### config.mk
export PLATFORM = sky130hd
export DESIGN_NAME = uart_rx_os_flat
export DESIGN_NICKNAME = d
export VERILOG_FILES = /design/src/rtl/uart_rx_os_if.sv /design/src/rtl/uart_rx_os.sv /design/src/flat_wrapper.sv
export SDC_FILE = /design/constraint.sdc
export NUM_CORES = 1
export LEC_CHECK = 0
export CORE_ASPECT_RATIO = 1.5
export CORE_MARGIN = 2
export CORE_UTILIZATION = 44
export DETAILED_ROUTE_END_ITERATION = 16
export PLACE_DENSITY = 0.66
export SYNTH_ARGS = -nofsm -noshare
export SYNTH_HDL_FRONTEND = slang
export SYNTH_SLANG_ARGS = --single-unit
export TNS_END_PERCENT = 100
### constraint.sdc
create_clock -name uart_clk -period 2.4 [get_ports uart_clk]
set_input_delay 0.36 -clock uart_clk [delete_from_list [all_inputs] [get_ports uart_clk]]
set_output_delay 0.36 -clock uart_clk [all_outputs]
set_load 0.02 [all_outputs]
### src/rtl/uart_rx_os_if.sv
// uart_rx_os_if: received-word valid/ready channel carrying parity, framing and overrun status.
interface uart_rx_os_if #(
   parameter int DATA_WIDTH = 8
);
   logic [DATA_WIDTH-1:0] rx_data;
   logic                  rx_valid;
   logic                  rx_ready;
   logic                  rx_parity_err;
   logic                  rx_frame_err;
   logic                  rx_overrun;
   modport master (
      output rx_data, rx_valid, rx_parity_err, rx_frame_err, rx_overrun,
      input  rx_ready
   );
   modport slave (
      input  rx_data, rx_valid, rx_parity_err, rx_frame_err, rx_overrun,
      output rx_ready
   );
endinterface

### src/rtl/uart_rx_os.sv
// uart_rx_os: oversampling UART receiver (start, LSB-first data, [odd parity], stop) onto valid/ready.
// Define UART_RX_PARITY_EN to expect and check an odd-parity bit between data and stop.
module uart_rx_os #(
   parameter int DATA_WIDTH = 8,
   parameter int OVERSAMPLE = 16
) (
   input  logic         uart_clk,
   input  logic         rst,
   input  logic         rx_in,
   output logic         rx_busy,
   uart_rx_os_if.master bus
);
   localparam int CW = $clog2(OVERSAMPLE);
   localparam int IW = $clog2(DATA_WIDTH);
   localparam logic [CW-1:0] MID  = CW'(OVERSAMPLE / 2 - 1);
   localparam logic [CW-1:0] FULL = CW'(OVERSAMPLE - 1);
   localparam logic [IW-1:0] LAST = IW'(DATA_WIDTH - 1);
   typedef enum logic [2:0] {
      IDLE, START, DATA,
`ifdef UART_RX_PARITY_EN
      PARITY,
`endif
      STOP, BREAK
   } state_t;
   state_t                state, state_n;
   logic [CW-1:0]         cnt, cnt_n;
   logic [IW-1:0]         idx, idx_n;
   logic                  s1, rx_s;
   logic [DATA_WIDTH-1:0] sh, data_q;
   logic                  valid_q, perr_q, ferr_q, ovr_q;
   logic                  shift_en, dlv, perr_n;
`ifdef UART_RX_PARITY_EN
   logic                  par_q, par_en;
   assign perr_n = ~^{sh, par_q};
`else
   assign perr_n = 1'b0;
`endif
   assign rx_busy           = state != IDLE;
   assign bus.rx_data       = data_q;
   assign bus.rx_valid      = valid_q;
   assign bus.rx_parity_err = perr_q;
   assign bus.rx_frame_err  = ferr_q;
   assign bus.rx_overrun    = ovr_q;
   always_ff @(posedge uart_clk or posedge rst)
      if (rst) {s1, rx_s} <= 2'b11;
      else     {s1, rx_s} <= {rx_in, s1};
   always_ff @(posedge uart_clk or posedge rst)
      if (rst) begin
         state <= IDLE;
         cnt   <= '0;
         idx   <= '0;
      end else begin
         state <= state_n;
         cnt   <= cnt_n;
         idx   <= idx_n;
      end
   // Samples land at bit centres: half a bit after the start edge, then every full bit.
   always_comb begin
      state_n  = state;
      cnt_n    = cnt + 1'b1;
      idx_n    = idx;
      shift_en = 1'b0;
      dlv      = 1'b0;
`ifdef UART_RX_PARITY_EN
      par_en   = 1'b0;
`endif
      case (state)
         IDLE: begin
            cnt_n = '0;
            if (!rx_s) state_n = START;
         end
         START: if (cnt == MID) begin
            cnt_n   = '0;
            state_n = rx_s ? IDLE : DATA;
         end
         DATA: if (cnt == FULL) begin
            cnt_n    = '0;
            shift_en = 1'b1;
            idx_n    = idx + 1'b1;
            if (idx == LAST) begin
               idx_n = '0;
`ifdef UART_RX_PARITY_EN
               state_n = PARITY;
`else
               state_n = STOP;
`endif
            end
         end
`ifdef UART_RX_PARITY_EN
         PARITY: if (cnt == FULL) begin
            cnt_n   = '0;
            par_en  = 1'b1;
            state_n = STOP;
         end
`endif
         STOP: if (cnt == FULL) begin
            cnt_n   = '0;
            dlv     = 1'b1;
            state_n = rx_s ? IDLE : BREAK;
         end
         BREAK: begin
            cnt_n = '0;
            if (rx_s) state_n = IDLE;
         end
         default: state_n = IDLE;
      endcase
   end
   // A delivery into an unconsumed word is dropped and flagged; a same-cycle consume makes room.
   always_ff @(posedge uart_clk or posedge rst)
      if (rst) begin
         sh      <= '0;
         data_q  <= '0;
         valid_q <= 1'b0;
         perr_q  <= 1'b0;
         ferr_q  <= 1'b0;
         ovr_q   <= 1'b0;
`ifdef UART_RX_PARITY_EN
         par_q   <= 1'b0;
`endif
      end else begin
         ovr_q <= 1'b0;
         if (shift_en) sh <= {rx_s, sh[DATA_WIDTH-1:1]};
`ifdef UART_RX_PARITY_EN
         if (par_en) par_q <= rx_s;
`endif
         if (dlv && (!valid_q || bus.rx_ready)) begin
            data_q  <= sh;
            perr_q  <= perr_n;
            ferr_q  <= !rx_s;
            valid_q <= 1'b1;
         end else if (dlv) ovr_q <= 1'b1;
         else if (valid_q && bus.rx_ready) valid_q <= 1'b0;
      end
endmodule
### src/flat_wrapper.sv
// flat-port wrapper written by rule: the top's interface ports become plain ports
module uart_rx_os_flat 
#(
   parameter int DATA_WIDTH = 8,
   parameter int OVERSAMPLE = 16
)
  (uart_clk, rst, rx_in, rx_busy, bus_rx_data, bus_rx_valid, bus_rx_parity_err, bus_rx_frame_err, bus_rx_overrun, bus_rx_ready);
  uart_rx_os_if #(.DATA_WIDTH(DATA_WIDTH)) bus_i ();
  input  logic uart_clk;
  input  logic rst;
  input  logic rx_in;
  output logic rx_busy;
  output wire logic [$bits(bus_i.rx_data)-1:0] bus_rx_data;
  output wire logic [$bits(bus_i.rx_valid)-1:0] bus_rx_valid;
  output wire logic [$bits(bus_i.rx_parity_err)-1:0] bus_rx_parity_err;
  output wire logic [$bits(bus_i.rx_frame_err)-1:0] bus_rx_frame_err;
  output wire logic [$bits(bus_i.rx_overrun)-1:0] bus_rx_overrun;
  input wire logic [$bits(bus_i.rx_ready)-1:0] bus_rx_ready;
  assign bus_rx_data = bus_i.rx_data;
  assign bus_rx_valid = bus_i.rx_valid;
  assign bus_rx_parity_err = bus_i.rx_parity_err;
  assign bus_rx_frame_err = bus_i.rx_frame_err;
  assign bus_rx_overrun = bus_i.rx_overrun;
  assign bus_i.rx_ready = bus_rx_ready;
  uart_rx_os #(.DATA_WIDTH(DATA_WIDTH), .OVERSAMPLE(OVERSAMPLE)) u_core (.uart_clk(uart_clk), .rst(rst), .rx_in(rx_in), .rx_busy(rx_busy), .bus(bus_i));
endmodule
Word level (Yosys, flattened, before mapping)
Cells that the tools add are included.
- magnitude comparators: 0
- muxes and demuxes: 21
- bitwise logic cells: 0
- multipliers: 0
- equal/unequal tests: 14
- add/subtract/negate cells: 2
- reductions and logical operators: 13
- divide/modulo/power cells: 0
- shift-type cells: 0
- operator list (operator ; count):
    $mux W3 ; 8
    $pmux W3 S5 ; 1
    $pmux W4 S3 ; 1
    $ne A2 B1 Y1 const B ; 5
    $mux W1 ; 8
    $mux W4 ; 2
    $eq A3 B2 Y1 const B ; 2
    $eq A3 B3 Y1 const B ; 2
    $reduce_and A6 Y1 ; 1
    $add A4 B1 Y4 const B ; 1
    $eq A4 B3 Y1 const B ; 1
    $eq A4 B4 Y1 const B ; 1
    $ne A2 B2 Y1 const B ; 2
    $reduce_and A2 Y1 ; 2
    $reduce_or A2 Y1 ; 2
    $add A3 B1 Y3 const B ; 1
    $eq A3 B1 Y1 const B ; 1
    $logic_not A3 Y1 ; 1
    $reduce_bool A3 Y1 ; 1
    $logic_and A1 B1 Y1 ; 2
    $logic_not A1 Y1 ; 2
    $mux W2 ; 1
    $reduce_bool A2 Y1 ; 1
    $logic_or A1 B1 Y1 ; 1
- input port bits: 4
- memories kept: 0
- bits in registers: 31
- ROM bits: 0
- logic and storage cells: 60
- bits in latches: 0
- output and inout port bits: 13
- memory bits (writable): 0

Depth between registers and ports, before layout
- depth in word-level cells: 6
- mapped depth: 5
- mapped depth without buffers: 5

Worst setup path before layout
No wires, ideal clock.
- path type: register -> register
- from: register u_core.cnt[0]
- to: register u_core.idx[0]
- setup slack: 767 ps
- required time: 2275 ps
- period minus slack after synthesis: 1633 ps
- arrival: 1507 ps
- buffers on the path: 1
- setup time: 125 ps
- stages on the path, launching flop included: 6
- cells stage by stage: dfrtp_1 > ha_1 > nand4_2 > or3_4 > buf_6 > mux2_4
- longest elaborated chain between the ends: 2
- RTL lines (element ; line ; source):
    start, declared ; uart_rx_os.sv:26 ; logic [CW-1:0] cnt, cnt_n;
    start signal, assigned ; uart_rx_os.sv:54 ; cnt <= cnt_n;
    $eq A4 B4 Y1 ; uart_rx_os.sv:76 ; DATA: if (cnt == FULL) begin
    $reduce_and A2 Y1 (no line) ; - ;
    end signal, assigned ; uart_rx_os.sv:55 ; idx <= idx_n;
    end, declared ; uart_rx_os.sv:27 ; logic [IW-1:0] idx, idx_n;
Every way passes these cells.
A chain may end at the register's enable or synchronous reset.

Worst setup path in the final report
- from: register u_core.state[1]
- to: output rx_busy
- longest elaborated chain between the ends: 1
- RTL lines (element ; line ; source):
    start, declared ; uart_rx_os.sv:25 ; state_t state, state_n;
    start signal, assigned ; uart_rx_os.sv:53 ; state <= state_n;
    $reduce_bool A3 Y1 ; uart_rx_os.sv:38 ; assign rx_busy = state != IDLE;
    end, declared ; flat_wrapper.sv:12 ; output logic rx_busy;
Every way passes these cells.

==> impl_metrics.ini <==
[worst_setup_path]
r2r_slack_ps = 600
crit_chain = or3_1 -> clkdlybuf4s50_1
startpoint_type = register
slowest_stage = clkdlybuf4s50_1
crit_arrival_ps = 1660
critical_path_buf_inv_count = 1
cpPeakStageDelay_ps = 540
end_kind = output port
crit_type = reg2out
worstPathMaxFanout = 8
cp_top_family = buffers and inverters
critPathRequiredTime_ps = 2040

[cts]
cts_resized = 0
clock_sinks = 31
clkLatencyLatePin_ps = 270
cts_max_level = 2
cts_made_buffers = 5
cts_root_buf = clkbuf_8
ctsHoldBuffers = 0
cts_tree = yes
clk_pin_slew_ps = 60
cts_setup_buffers = 0
cts_max_path_buffers = 2

[yosys]
syn_area_sq_um = 1330
ys_types = 30
synth_fp_nets = 99
synth_area_per_cell_sq_um = 14.4
ys_seq_area_share_pct = 58.7
ys_ff_latch = 31
yosys_warnings = 0
syn_inst = 92

[grt]
track_usage_pct = 14.0
grt_max_degree = 32
antenna_found_initial = 0
grt_pass1_vias = 812
grt_overflow_total = 0
grt_pass1_wl_mm = 3.63

[outcome]
outcome = finished clean

[floorplanning]
pin_count = 17
die_h_microns = 71.2
design.die.area_sq_um = 3480
dieWidth_microns = 48.8
start_util_pct = 46.0
rows = 24
coreArea_sq_um = 2880

[sta]
max_freq_mhz = 494
rsz0062_at_grt = no
setup_viol = 0
finalHoldViolations = 0
layout_min_cycle_time_ps = 2020
period_share_pct = 84.3
clock_skew_ps = 3.79
finalMaxSlewViolations = 0
finalSetupTns_ps = 0

[finish]
area_delta_synth_final_pct = 18.7
drive_gt1_share_pct = 29.1
diodes = 0
fin_area_sq_um = 1570
nets = 118
final_util_pct = 54.6
final_common_cell = dfrtp_1
final_cell_mix = 29 x dfrtp_1, 15 x clkdlybuf4s50_1, 10 x mux2_4, 10 x mux2_2, 6 x nor2_1
fin_cells = 149

[route]
drtIter0Drc = 13
drc = 0
wl_per_cell_microns = 13.2
via_per_inst = 4.94
first_pass_iters = 3
drt-total-wl_mm = 1.97
vias = 736
antenna_left = 0

[place]
portBuffers = 15
place_hpwl_mm = 1.39
gp_congestion = 0.793
placed_area_sq_um = 1500
dp_cells = 143

[min_path]
hold_path.class = reg2reg

[power_and_ir_drop]
ir_worst_vdd_mv = 0.594
pwr_density_cell_nw_per_um2 = 765
leakagePower_nw = 0.774

[flow_run]
maxCapViolations = 0
## flip-flops by register name, indices dropped and copies added (netlist names)
register	count
u_core.rx_s	1
u_core.bus.rx_overrun	1
u_core.idx	3
u_core.bus.rx_data	8
u_core.s1	1
u_core.sh	8
u_core.bus.rx_valid	1
u_core.state	3
u_core.bus.rx_frame_err	1
u_core.cnt	4
## worst register-to-register path, cell delays in order, from the launching register on
cell,delay (ps)
dfrtp_1,360
ha_1,270
nand4_2,170
and4bb_2,510
mux2_2,370
## metrics by stage
step / worst slack, ps / total power [mW] / hold slack (ps)
6_report: 377 / 1.20 / 356
5_1_grt: 309 / 1.28 / 368
4_1_cts: 357 / 1.22 / 357
3_5_place_dp: 553 / 0.861 / 348
3_3_place_gp: 555 / 0.851 / 346
2_1_floorplan: 767 / 0.802 / 345
## layout make-up
cell class	count	area, sq um
clock buffer	6	72.6
fill	249	1310
inverter	3	11.3
multi-input combinational	54	505
sequential	31	778
tap	39	48.8
timing repair buffer	16	158
## synth_stat cells
library cell	count	area, sq um
buf_2	1	5.00
dfstp_2	2	52.6
xor2_1	1	8.76
o22ai_1	1	6.26
nor2b_1	2	12.5
mux2_2	10	113
or3b_2	1	8.76
inv_1	3	11.3
nor2_1	6	22.5
or3_4	1	11.3
nand4_2	1	12.5
nand4bb_1	1	11.3
or3_1	1	6.26
buf_6	1	11.3
mux2_4	10	150
ha_1	3	37.5
dfrtp_1	29	726
nand3_1	1	5.00
nand2_1	2	7.51
a211oi_1	1	7.51
conb_1	1	3.75
xnor2_1	2	17.5
nand2b_1	1	6.26
and4bb_2	1	12.5
and3_1	1	6.26
nand4b_1	1	8.76
buf_4	2	15.0
a22oi_1	1	7.51
a21oi_1	3	15.0
o21a_1	1	7.51
## path summary, 6_finish.rpt
check / startpoint / end / cells past startpoint
worst max-delay path: u_core.state[1]$_DFFE_PP0P_ / rx_busy / 2
worst min-delay path: u_core.s1$_DFF_PP1_ / u_core.rx_s$_DFF_PP1_ / 0
min in group asynchronous: rst / u_core.bus.rx_overrun$_DFF_PP0_ / 3
worst min register to register: u_core.s1$_DFF_PP1_ / u_core.rx_s$_DFF_PP1_ / 0
worst max register to register: u_core.cnt[0]$_DFF_PP0_ / u_core.bus.rx_data[7]$_DFFE_PP0P_ / 4
max in group asynchronous: rst / u_core.s1$_DFF_PP1_ / 3
## where the power goes
part           switching, mW  total [mW]  internal (mW)
combinational         0.0931       0.199          0.106
clock                  0.163       0.355          0.192
sequential            0.0683       0.649          0.581
## layer usage
metal / part of all wire, % / vias up / routed length [microns] / track usage (%)
met1: 43 / 364 / 837 / 15.0
li1: - / 351 / - / -
met3: 3.9 / 6 / 76 / 5.63
met2: 51 / 15 / 1010 / 24.0
met4: 2.4 / 0 / 47 / 6.67
met5: 0 / - / 0 / 0
## kinds of logic (layout without fill, tap and decap cells)
logic type | count (synthesis) | in the layout | synth area share (%)
DFF | 31 | 31 | 58.7
muxes | 20 | 20 | 19.8
and+or+nand+nor | 20 | 20 | 9.91
AOI/OAI and AO/OA | 7 | 7 | 3.30
buffers and inverters | 7 | 25 | 3.21
adders and majority gates | 3 | 3 | 2.83
xor gates and xnor gates | 3 | 3 | 1.98
other | 1 | 1 | 0.283
Note: power is estimated with default switching activity, not from simulation.
